===== config.mk =====
export PLATFORM = sky130hd
export DESIGN_NAME = mux_stream_n
export DESIGN_NICKNAME = d
export VERILOG_FILES = /design/src/rtl/mux_pkg.sv /design/src/rtl/rr_pick.sv /design/src/rtl/mux_stream_n.sv
export SDC_FILE = /design/constraint.sdc
export NUM_CORES = 1
export LEC_CHECK = 0
export ABC_AREA = 1
export CAP_MARGIN = 20
export CORE_MARGIN = 3
export CORE_UTILIZATION = 40
export DETAILED_ROUTE_END_ITERATION = 8
export PLACE_DENSITY_LB_ADDON = 0.05
export SLEW_MARGIN = 0
export SYNTH_ARGS = -nofsm -noshare
export SYNTH_HDL_FRONTEND = slang
export SYNTH_SLANG_ARGS = --single-unit

===== constraint.sdc =====
create_clock -name clk -period 2.9 [get_ports clk]
set_input_delay 0.58 -clock clk [delete_from_list [all_inputs] [get_ports clk]]
set_output_delay 0.58 -clock clk [all_outputs]
set_load 0.1 [all_outputs]

===== src/rtl/mux_pkg.sv =====
// Shared encodings for the stream multiplexer family.
package mux_pkg;

    localparam logic MODE_FIXED = 1'b0;
    localparam logic MODE_RR    = 1'b1;

endpackage


===== src/rtl/rr_pick.sv =====
// Combinational rotating-priority picker: the first set request at or after ptr wins.
module rr_pick #(
    parameter int unsigned N  = 4,
    parameter int unsigned SW = $clog2(N)
) (
    input  logic [N-1:0]  req,
    input  logic [SW-1:0] ptr,
    output logic [SW-1:0] gnt_idx,
    output logic          gnt_vld
);

    localparam int unsigned SW1 = SW + 1;

    logic [SW:0]   sum;
    logic [SW-1:0] idx;

    // Walk offsets from farthest to nearest so the nearest request overwrites last.
    always_comb begin
        gnt_vld = 1'b0;
        gnt_idx = '0;
        sum     = '0;
        idx     = '0;
        for (int unsigned off = N; off > 0; off--) begin
            sum = {1'b0, ptr} + SW1'(off - 1);
            if (sum >= SW1'(N)) begin
                sum = sum - SW1'(N);
            end
            idx = sum[SW-1:0];
            if (req[idx]) begin
                gnt_vld = 1'b1;
                gnt_idx = idx;
            end
        end
    end

endmodule


===== src/rtl/mux_stream_n.sv =====
// N-channel valid/ready stream mux with fixed or round-robin arbitration and one
// registered output stage.
module mux_stream_n
    import mux_pkg::*;
#(
    parameter int unsigned N  = 4,
    parameter int unsigned W  = 8,
    parameter int unsigned SW = $clog2(N)
) (
    input  logic           clk,
    input  logic           rst_n,
    input  logic           mode,
    input  logic [SW-1:0]  sel,
    input  logic [N*W-1:0] in_data,
    input  logic [N-1:0]   in_valid,
    output logic [N-1:0]   in_ready,
    output logic [W-1:0]   out_data,
    output logic [SW-1:0]  out_ch,
    output logic           out_valid,
    input  logic           out_ready
);

    logic          load;
    logic          fx_vld;
    logic          rr_vld;
    logic          grant_valid;
    logic [SW-1:0] rr_idx;
    logic [SW-1:0] grant;
    logic [SW-1:0] ptr;
    logic [SW-1:0] ptr_next;
    logic [W-1:0]  grant_data;

    rr_pick #(
        .N  (N),
        .SW (SW)
    ) u_rr_pick (
        .req     (in_valid),
        .ptr     (ptr),
        .gnt_idx (rr_idx),
        .gnt_vld (rr_vld)
    );

    always_comb begin
        load   = !out_valid || out_ready;
        fx_vld = 1'b0;
        // A sel value with no matching channel (sel >= N) simply never grants.
        for (int unsigned k = 0; k < N; k++) begin
            if (sel == SW'(k) && in_valid[k]) begin
                fx_vld = 1'b1;
            end
        end
        grant       = (mode == MODE_RR) ? rr_idx : sel;
        grant_valid = rst_n && load && ((mode == MODE_RR) ? rr_vld : fx_vld);

        in_ready   = '0;
        grant_data = '0;
        for (int unsigned k = 0; k < N; k++) begin
            if (grant == SW'(k)) begin
                in_ready[k] = grant_valid;
                grant_data  = in_data[k*W +: W];
            end
        end
        ptr_next = (grant == SW'(N - 1)) ? '0 : grant + 1'b1;
    end

    always_ff @(posedge clk or negedge rst_n) begin
        if (!rst_n) begin
            out_valid <= 1'b0;
            out_data  <= '0;
            out_ch    <= '0;
            ptr       <= '0;
        end else if (grant_valid) begin
            out_valid <= 1'b1;
            out_data  <= grant_data;
            out_ch    <= grant;
            ptr       <= ptr_next;
        end else if (out_ready) begin
            out_valid <= 1'b0;
        end
    end

endmodule


==> reports/results.ini <==
[clocking]
htreeDepth=1
ctsLongestPathBuffers=2
numClockSinks=13
root_buffer=clkbuf_4
clk-insertion-delay-late_ns=0.28
cts_buffers=3
cts_tree=yes
clk_pin_slew_ns=0.07

[sta]
drv_slew=0
hold_viol=0
finalSetupViolations=0
min_period_ns=2.787
hold_ws_ns=0.4819
worst_pin_slew_ns=0.2832
max_slew_margin=0.8128
clock-skew-final_ns=0.002966
finalCritPeriodShare=0.9609
fmax_ghz=0.3589

[placed_design]
gp_congestion=0.8047
dpl.hpwl_um=2618
portBuffers=56
dpl_cell_area_um2=1793

[synth]
synthAdderAreaFrac=0.04405
synth-simple-area-share=0.3800
synth_compound_area_frac=0.1784
synth_area_leaders=dfrtp_1, nand2_1, inv_1
yosysWarnings=0
synth_top_area_frac=0.2863
netlist_instances=171
ys_seq_area_frac=0.2863
avgSynthCellArea_um2=6.644
ys_seq_elements=13
async_flop_share=1.000
synthTopCellsByCount=nand2_1, inv_1, dfrtp_1
synth_edf_count=0
synth_top_cell_by_area=dfrtp_1
synth_cell_types=28
synth_nets=217
synth_top_family_by_area=simple AND/OR/NAND/NOR gates
synthMuxAreaShare=0
synth.most_common_cell=nand2_1
synthFlopType=dfrtp_1
syn_area_um2=1136
synth_xor_area_frac=0.007709

[global_route]
grt_pass1_vias=1237
use_met2=0.3245
antenna_found_initial=0
grt_util_met1=0.2620
grt_usage=0.1969
grt_pass1_wl_um=5306
grt_max_degree=17
grt_most_used_layer=met2
use_met3=0.01525
overflow=0

[pwr]
power_density_nw_per_um2=1086
p_leak_nw=0.9528
ir_drop_uv=988.7

[critical_path]
critPathRequiredTime_ns=2.32
critPathLaunchType=flop
crit_fanout=8
arrival_ns=2.21
critPathCaptureType=primary output
critical_path_class=flop to primary output
slowest_stage=dfrtp_4
crit_chain=buf_12, xnor2_1, nand2_2, nand3_2, nand2_1, nand2_1, nand3_2, nand2_4, ha_2, inv_1, nor2_4, buf_12
cpPeakStageDelay_ns=0.51

[worst_hold_path]
hold_class=flop to flop

[routing]
routed_wirelength_um=3448
wl_per_cell_um=12.72
drc=0
vias_per_cell=5.037
via_count=1365
drtIter0Drc=78
ant_nets=0
firstDrtPassIters=4

[floorplan]
ios=57
die_w_um=59.30
die_area_um2=3516
num_rows=18
fp.dieH_um=59.30
start_util=0.4386
coreArea_um2=2590

[final_layout]
diodes=0
area_growth_pct=70.48
layout.nets=288
nFillCells=197
layout-drive-gt1-share=0.2697
design_area_um2=1937

[flow_run]
max_cap_viol_count=0

[status]
status=completed

## per-stage QoR
stage	utilization	power [mW]	TNS [ns]	cells	setup WS, ns
final	0.7478	2.103	0	271	0.1135
after global routing	0.7478	2.246	-0.03554	271	-0.02206
after CTS	0.7261	2.013	0	268	0.06511
after detailed placement	0.6923	1.834	-1.553	262	-0.2133
after global placement	0.6923	1.805	-0.6037	262	-0.1304
after floorplan	-	1.444	0	171	0.01257
## final timing paths
check	startpoint	end	slack (ns)	cells past startpoint
hold reg to reg	out_ch[1]	out_ch[1]	0.48	2
setup reg to reg	ptr[0]	out_data[1]	0.42	18
min in group asynchronous	rst_n	out_data[3]	0.65	2
setup / recovery	ptr[0]	in_ready[0]	0.11	12
hold / removal	out_ch[1]	out_ch[1]	0.48	2
max in group asynchronous	rst_n	ptr[0]	2.07	2
## metal layers
metal | up-vias | wire [um]
met3 | 12 | 267
met4 | 0 | 96
met5 | - | 0
met1 | 601 | 1474
li1 | 689 | -
met2 | 63 | 1609
## worst max-delay path: cells and delay by family (launching register included)
kind,cells,cell delay (ns)
fa+ha+maj,1,0.18
buf+inv,3,0.40
xor+xnor,1,0.22
flops,1,0.51
simple gates,7,0.59
## registers in the layout (all words and copies together) (netlist names)
signal     count
ptr            2
out_data       8
out_ch         2
out_valid      1
## what timing repair did
item                                    4_1_cts  5_1_grt
pin swaps                                    10        3
hold buffers                                  0        0
endpoints found under the setup margin        4        4
buffers inserted                              2        3
resized for setup                            21        6
## cells by family after synthesis
family,after synthesis
and+or+nand+nor,97
AOI/OAI and AO/OA,33
buffers and inverters,23
DFF,13
adders and majority gates,4
xor gates and xnor gates,1
## power breakdown
group	switching [mW]	internal [mW]	total (mW)	leakage, nW
registers	0.0575	0.266	0.323	0.160
logic	1.13	0.531	1.67	0.777
clock network	0.0605	0.0535	0.114	0.0150
## placed cells by master (no fill, tap or decap), types with 2 or more instances in the layout
| master | count |
|---|---|
| inv_1 | 12 |
| o21ai_2 | 2 |
| nand2_1 | 73 |
| o21ai_0 | 9 |
| nor2_4 | 5 |
| o211ai_1 | 7 |
| nand2_2 | 4 |
| o21ai_4 | 2 |
| dfrtp_1 | 12 |
| buf_12 | 5 |
| nor2_1 | 2 |
| nand3_2 | 3 |
| dlygate4sd2_1 | 4 |
| o211ai_2 | 2 |
| ha_2 | 2 |
| clkdlybuf4s50_1 | 37 |
| buf_4 | 25 |
| inv_2 | 3 |
| clkbuf_4 | 3 |
| a21oi_1 | 9 |
| nand3_1 | 5 |
## final cells by class
| class | instances | area (um2) | share of cell area |
|---|---|---|---|
| multi-input cells | 135 | 772.0 | 0.3986 |
| clock buffers | 4 | 26.28 | 0.01357 |
| repair buffers | 72 | 704.4 | 0.3637 |
| well taps | 30 | 37.54 | 0.01938 |
| flip-flops and latches | 13 | 329.1 | 0.1699 |
| inverters | 17 | 67.56 | 0.03488 |
(Power assumes the default switching activity.)
